===== src/rtl/cpu_load_sequencer.sv =====
// Program loader for the nibble-serial CPU: buffers {op, data, last} entries, replays them after a CPU reset, then runs.
// Define LOADER_CHECKSUM_EN to build the 8-bit running sum of issued data nibbles on `checksum`.
//
// state | meaning
// IDLE  | parked, CPU bus quiet, waiting for start
// RST   | one-cycle CPU reset pulse, clears load_count/checksum
// ARM   | waits for a full FIFO or a last-tagged entry
// LOAD  | one FIFO entry per cycle onto the CPU bus
// RUN   | RUNPROG burst, down-counter from latched run_cycles
// DONE  | burst finished, CPU held in reset
// ERR   | FIFO ran dry before a last-tagged entry, CPU held in reset

module cpu_load_sequencer #(
    parameter int DEPTH = 8,
    parameter int RUN_W = 8
) (
    input  logic             clock,
    input  logic             reset,
    input  logic             in_valid,
    output logic             in_ready,
    input  logic [1:0]       in_op,
    input  logic [3:0]       in_data,
    input  logic             in_last,
    input  logic             start,
    input  logic             abort,
    input  logic [RUN_W-1:0] run_cycles,
    output logic [1:0]       cpu_instr,
    output logic [3:0]       cpu_data,
    output logic             cpu_reset,
    output logic             busy,
    output logic             done,
    output logic             error,
    output logic [7:0]       load_count,
    output logic [7:0]       checksum
);

    localparam int AW = $clog2(DEPTH);
    localparam int CW = AW + 1;

    typedef enum logic [2:0] {S_IDLE, S_RST, S_ARM, S_LOAD, S_RUN, S_DONE, S_ERR} state_t;

    state_t            state, state_nxt;
    logic [6:0]        mem [DEPTH];
    logic [AW-1:0]     wr_ptr, rd_ptr;
    logic [CW-1:0]     count, last_cnt;
    logic              full, empty, push, pop;
    logic [6:0]        head;
    logic              cur_last;
    logic [RUN_W-1:0]  run_len, run_cnt;
    logic [1:0]        instr_nxt;
    logic [3:0]        data_nxt;
    logic              reset_nxt;

    assign full     = (count == CW'(DEPTH));
    assign empty    = (count == '0);
    assign in_ready = !full;
    assign push     = in_valid && in_ready;
    assign head     = mem[rd_ptr];

    assign busy  = (state == S_RST) || (state == S_ARM) || (state == S_LOAD) || (state == S_RUN);
    assign done  = (state == S_DONE);
    assign error = (state == S_ERR);

    always_ff @(posedge clock) begin
        if (push) mem[wr_ptr] <= {in_op, in_data, in_last};
    end

    // last_cnt tracks how many last-tagged entries are buffered, so ARM needs no FIFO scan.
    always_ff @(posedge clock or negedge reset) begin
        if (!reset) begin
            wr_ptr   <= '0;
            rd_ptr   <= '0;
            count    <= '0;
            last_cnt <= '0;
        end else if (abort) begin
            wr_ptr   <= '0;
            rd_ptr   <= '0;
            count    <= '0;
            last_cnt <= '0;
        end else begin
            if (push) wr_ptr <= wr_ptr + AW'(1);
            if (pop)  rd_ptr <= rd_ptr + AW'(1);
            count    <= count + CW'(push) - CW'(pop);
            last_cnt <= last_cnt + CW'(push && in_last) - CW'(pop && head[0]);
        end
    end

    always_comb begin
        state_nxt = state;
        pop       = 1'b0;
        if (abort) begin
            state_nxt = S_IDLE;
        end else begin
            case (state)
                S_IDLE, S_DONE, S_ERR: if (start) state_nxt = S_RST;
                S_RST: state_nxt = S_ARM;
                S_ARM: begin
                    if (full || last_cnt != '0) begin
                        pop       = 1'b1;
                        state_nxt = S_LOAD;
                    end
                end
                S_LOAD: begin
                    if (cur_last)    state_nxt = S_RUN;
                    else if (!empty) pop = 1'b1;
                    else             state_nxt = S_ERR;
                end
                S_RUN: if (run_cnt == RUN_W'(1)) state_nxt = S_DONE;
                default: state_nxt = S_IDLE;
            endcase
        end
    end

    // CPU bus values are decided by the state being entered, so they appear registered with it.
    always_comb begin
        instr_nxt = 2'd0;
        data_nxt  = 4'd0;
        reset_nxt = 1'b0;
        case (state_nxt)
            S_RST, S_DONE, S_ERR: reset_nxt = 1'b1;
            S_LOAD: begin
                instr_nxt = head[6:5];
                data_nxt  = head[4:1];
            end
            S_RUN:   instr_nxt = 2'd3;
            default: ;
        endcase
    end

    always_ff @(posedge clock or negedge reset) begin
        if (!reset) begin
            state      <= S_IDLE;
            cpu_instr  <= 2'd0;
            cpu_data   <= 4'd0;
            cpu_reset  <= 1'b0;
            cur_last   <= 1'b0;
            run_len    <= '0;
            run_cnt    <= '0;
            load_count <= 8'd0;
        end else begin
            state     <= state_nxt;
            cpu_instr <= instr_nxt;
            cpu_data  <= data_nxt;
            cpu_reset <= reset_nxt;
            if (pop) cur_last <= head[0];
            if (state_nxt == S_RST) run_len <= run_cycles;
            if (state == S_LOAD && state_nxt == S_RUN)
                run_cnt <= run_len;
            else if (state == S_RUN && run_cnt != '0)
                run_cnt <= run_cnt - RUN_W'(1);
            if (state == S_RST)
                load_count <= 8'd0;
            else if (pop && load_count != 8'hFF)
                load_count <= load_count + 8'd1;
        end
    end

`ifdef LOADER_CHECKSUM_EN
    logic [7:0] sum_q;

    always_ff @(posedge clock or negedge reset) begin
        if (!reset)              sum_q <= 8'd0;
        else if (state == S_RST) sum_q <= 8'd0;
        else if (pop)            sum_q <= sum_q + {4'd0, head[4:1]};
    end

    assign checksum = sum_q;
`else
    assign checksum = 8'd0;
`endif

endmodule

===== config.mk =====
export PLATFORM = sky130hd
export DESIGN_NAME = cpu_load_sequencer
export DESIGN_NICKNAME = d
export VERILOG_FILES = /design/src/rtl/cpu_load_sequencer.sv
export SDC_FILE = /design/constraint.sdc
export NUM_CORES = 1
export LEC_CHECK = 0
export CAP_MARGIN = 25
export CORE_MARGIN = 2
export CORE_UTILIZATION = 48
export CTS_BUF_LIST = sky130_fd_sc_hd__clkbuf_8
export CTS_CLUSTER_DIAMETER = 50
export DETAILED_ROUTE_END_ITERATION = 12
export GPL_TIMING_DRIVEN = 0
export PLACE_DENSITY_LB_ADDON = 0.05
export SLEW_MARGIN = 20
export SYNTH_ARGS = -nofsm -noshare
export SYNTH_HDL_FRONTEND = slang
export SYNTH_SLANG_ARGS = --single-unit

===== constraint.sdc =====
create_clock -name clock -period 4.78 [get_ports clock]
set_input_delay 0.478 -clock clock [delete_from_list [all_inputs] [get_ports clock]]
set_output_delay 0.478 -clock clock [all_outputs]
set_load 0.005 [all_outputs]

Word level (Yosys, flattened, before mapping)
Memories as Yosys holds them, arrays and structs flattened. Index checks and enable logic that the tools add are counted. W data, S select, Z words.

Add/subtract/negate cells: 8. Equal/unequal tests: 14. Multiplexer cells: 27. Reductions and logical operators: 21.

Operator list (count): $mux W8 (4); $mux W3 (10); $eq A3 B3 Y1 const B (6); $pmux W3 S5 (1); $mux W4 (3); $eq A3 B2 Y1 const B (3); $add A4 B1 Y4 (2); $add A8 B1 Y8 const B (1); $eq A8 B1 Y1 const B (1); $ne A8 B8 Y1 const B (1); $reduce_bool A2 Y1 (4); $reduce_bool A8 Y1 (1); $sub A4 B1 Y4 (2); $sub A8 B1 Y8 const B (1); $mux W1 (7); $add A3 B1 Y3 const B (2); $eq A3 B1 Y1 const B (2); $logic_and A1 B1 Y1 (6); $reduce_or A3 Y1 (2); $eq A4 B4 Y1 const B (1); $logic_not A4 Y1 (1); $logic_or A1 B1 Y1 (4); $pmux W2 S2 (1); $reduce_bool A4 Y1 (1); 3 further kinds (3).

Flip-flop bits (word level): 49. Memory bits (writable): 56. Input port bits: 20. Output and inout bits: 27. Logic and storage cells: 83. Memories kept: 1.

Memories: mem (words 8, width 7, rd ports 1, clocked after Yosys merged registers in 0, write ports 1, line 43) `logic [6:0] mem [DEPTH];`.

Depth between registers and ports, before layout
Depth in word-level cells: 8. Depth in mapped cells: 14. Mapped depth without buffers: 14.

Worst setup path before layout
OpenSTA, ideal clock, no wires.

Path type: register -> register. Start: register count[2]. End: register last_cnt[2]. Library setup time: 132 ps. Data arrival time: 2784 ps. Required time: 4648 ps. Setup slack: 1864 ps. Cell stages (with the launch flop): 14. Path buffers: 0. Period minus slack after synthesis: 2916 ps. Cells stage by stage: dfrtp_1 > inv_1 > ha_1 > or3b_2 > a21oi_1 > nor2_1 > o211ai_2 > nor2_1 > ha_1 > inv_1 > ha_1 > fa_1 > xnor2_1 > nor2_1.

Word-level cells in the longest chain between the ends: 8. Elaborated cells between the ends (all ways): 15. Classes of those cells: add/sub: 2; eq/ne: 1; mux: 6; reduce/logical: 6.

Ends and longest elaborated chain: start, declared (line 45) `logic [CW-1:0] count, last_cnt;`; start signal, assigned (line 83) `count <= count + CW'(push) - CW'(pop);`; branches (longest 6 deep; another with $add A4 B1 Y4); $sub A4 B1 Y4 (*) (line 84) `last_cnt <= last_cnt + CW'(push && in_last) - CW'(pop && head[0]);`; $mux W4 (*) (line 75) `end else if (abort) begin`; end signal, assigned (line 84); end, declared (line 45).

Every way passes the cells marked *. A chain may end at the register's enable or synchronous reset.

Final worst setup path
Ends and elaborated chain as after synthesis.

==> impl_metrics.csv <==
group,metric,value,unit
sta,rsz0062_at_grt,"false",
logic_synthesis,netlist_instances,356,
sta,min_period,3292,ps
sta,relSlewSlack,40.38,%
clock_network,post_cts_resized,0,
global_routing,grt_pass1_vias,2925,
cells_and_area,area_delta_synth_final,15.84,%
die,core_area,9774,sq um
route,drc,0,
setup_path,cp-end-kind,"register",
logic_synthesis,synth_seq_area_share,60.24,%
logic_synthesis,synth_largest_area_cell,"edfxtp_1",
clock_network,postCtsHoldBufs,0,
global_routing,gr-total-overflow,0,
placed_design,place_congestion,0.8026,
sta,hold_viol,0,
placed_design,hpwl,6060,um
setup_path,arrival,3540,ps
cells_and_area,diodes,0,
logic_synthesis,netlist_area,4827,sq um
route,drt-pass1-iter-count,4,
sta,clock_skew,13.96,ps
sta,drv_slew,0,
cells_and_area,final_cells,550,
sta,finalSetupViolations,0,
route,drt_iter0_markers,75,
clock_network,root_buffer,"clkbuf_8",
clock_network,cts_sinks,105,
die,ios,47,
outcome,status,"completed",
die,start_util,49.39,%
logic_synthesis,synth-seq-cells,105,
clock_network,cts_tree,"built",
sta,worst_pin_slew,891.0,ps
die,die_area,10870,sq um
clock_network,htree_num_levels,3,
global_routing,antenna_found_initial,0,
pwr,p_per_area,417.9,nW/um^2
logic_synthesis,ys_types,53,
clock_network,clk_pin_slew,100,ps
placed_design,dp.cells,534,
pwr,total_leakage_power,2.186,nW
logic_synthesis,syn_area_per_cell,13.56,sq um
worst_hold_path,hp-class,"in2async",
cells_and_area,finalNetCount,451,
die,die_h,104.3,um
setup_path,cp-start-kind,"register",
sta,fin_crit_sh,68.86,%
clock_network,cts_buffer_depth,2,
clock_network,cts_buffers,9,
logic_synthesis,synth-main-ff-cell,"edfxtp_1",
route,routed_wl,8853,um
logic_synthesis,ys_warn_count,0,
pwr,irDropWorstVdd,0.2177,mV
clock_network,clk_latency,370,ps
global_routing,grtUsageTotal,17.44,%
global_routing,grt_pass1_wl,14730,um
die,dieWidth,104.3,um
logic_synthesis,yosys-top-cells-area,"edfxtp_1 (35%), dfrtp_1 (25%), mux4_2 (6.5%)",
cells_and_area,drive_above_1_share,15.35,%
setup_path,cp.required,5030,ps
route,ant_nets,0,
route,via_per_inst,5.153,
logic_synthesis,synth_edf_count,56,
global_routing,grt_max_degree,50,
logic_synthesis,synth_common_cells,"edfxtp_1 (56), dfrtp_1 (49), nor2_1 (31)",
run,max_cap_viol_count,0,
logic_synthesis,synthArstFlopShare,46.67,%
placed_design,port_buffers,38,
logic_synthesis,yosysTopAreaCellShare,34.84,%
die,row_count,36,
sta,tns,0,ps
logic_synthesis,synth_most_common_cell,"edfxtp_1",
clock_network,cts_setup_buffers,0,
route,vias,2834,
sta,fmax,303.8,MHz
route,wl_per_cell,16.10,um
setup_path,critical_path_class,"reg2reg",
setup_path,cp_max_fo,10,
-- final cells by class --
class	count	area, sq um
Buffer	20	120.1
Multi-Input combinational cell	220	1768
Clock buffer	10	137.6
Timing Repair Buffer	38	377.9
Sequential cell	105	2908
Clock inverter	6	46.29
Fill cell	818	4183
Tap cell	133	166.4
Inverter	18	67.56
-- power by group --
| group | switching (mW) | leakage [nW] | internal (mW) |
|---|---|---|---|
| clock | 0.311 | 0.0955 | 0.210 |
| sequential | 0.0921 | 1.15 | 1.09 |
| combinational | 0.313 | 0.939 | 0.318 |
-- final timing paths --
path | start | endpoint | slack, ps | cells past startpoint
worst min register to register | run_len[0] | run_cnt[0] | 480 | 2
max in group asynchronous | reset | run_len[2] | 4220 | 1
worst min-delay path | reset | load_count[2] | 120 | 1
worst max-delay path | count[2] | last_cnt[2] | 1490 | 13
min in group clock | run_len[0] | run_cnt[0] | 480 | 2
worst max register to register | count[2] | last_cnt[2] | 1490 | 13
-- cell usage in the layout (no fill, tap or decap), types with 5 or more instances in the layout --
| cell type | Yosys | layout |
|---|---|---|
| nand2_1 | 27 | 27 |
| xnor2_1 | 8 | 8 |
| nor2_1 | 31 | 31 |
| mux2_2 | 8 | 8 |
| ha_1 | 17 | 17 |
| inv_1 | 18 | 19 |
| o21ai_0 | 8 | 8 |
| clkbuf_1 | 6 | 6 |
| dfrtp_1 | 49 | 49 |
| nand2b_1 | 6 | 6 |
| mux4_2 | 14 | 14 |
| a21oi_1 | 8 | 8 |
| nor2b_1 | 5 | 5 |
| mux2i_1 | 12 | 12 |
| and3_1 | 8 | 8 |
| edfxtp_1 | 56 | 56 |
| conb_1 | 1 | 8 |
| clkbuf_8 | 0 | 10 |
| nand3_1 | 7 | 7 |
| clkdlybuf4s50_1 | 0 | 37 |
| buf_4 | 9 | 10 |
-- routing by layer --
metal | wire (um) | track usage [%] | share of wire [%]
met1 | 4123 | 22.91 | 47
met2 | 4355 | 29.32 | 49
met3 | 286 | 4.135 | 3.2
met4 | 87 | 4.344 | 0.98
met5 | 0 | 0 | 0
-- state kept, by name, indices dropped and copies added, names as in the netlist, 3 cells and up --
name and count:
rd_ptr 3, last_cnt 4, wr_ptr 3, load_count 8
state 3, mem 56, cpu_data 4, run_len 8
count 4, run_cnt 8
-- critical path: stages (launching register included) --
cell      delay (ps)
dfrtp_1          370
inv_1            100
ha_1             160
or3b_2           470
a21oi_1          350
nor2_1           170
o211ai_2         240
nor2_1           150
ha_1             310
inv_1             40
ha_1             200
fa_1             380
xnor2_1          170
nor2_1            50
-- metrics by stage --
stage	cell area (sq um)	utilization, %	setup WS [ps]	hold WS [ps]	power (mW)
3_5_place_dp	5408	55.33	1383	465.1	1.846
3_3_place_gp	5400	55.25	1435	461.3	1.828
5_1_grt	5592	57.21	1228	170.6	2.491
6_report	5592	57.21	1488	123.2	2.337
4_1_cts	5592	57.21	1447	136.0	2.368
2_1_floorplan	4853	-	1864	182.4	1.653
-- kinds of logic (layout without fill, tap and decap cells) --
kind of cell	Yosys count	in the layout	synth area share (%)
AND/OR/NAND/NOR	107	107	11.15
buffers and inverters	38	92	3.888
flip-flops	105	105	60.24
other	1	8	0.07769
adder cells (fa/ha/maj)	19	19	5.236
XOR/XNOR	12	12	2.177
AO/OA/AOI/OAI	39	39	6.118
multiplexers	35	35	11.12
(Power assumes the default switching activity.)
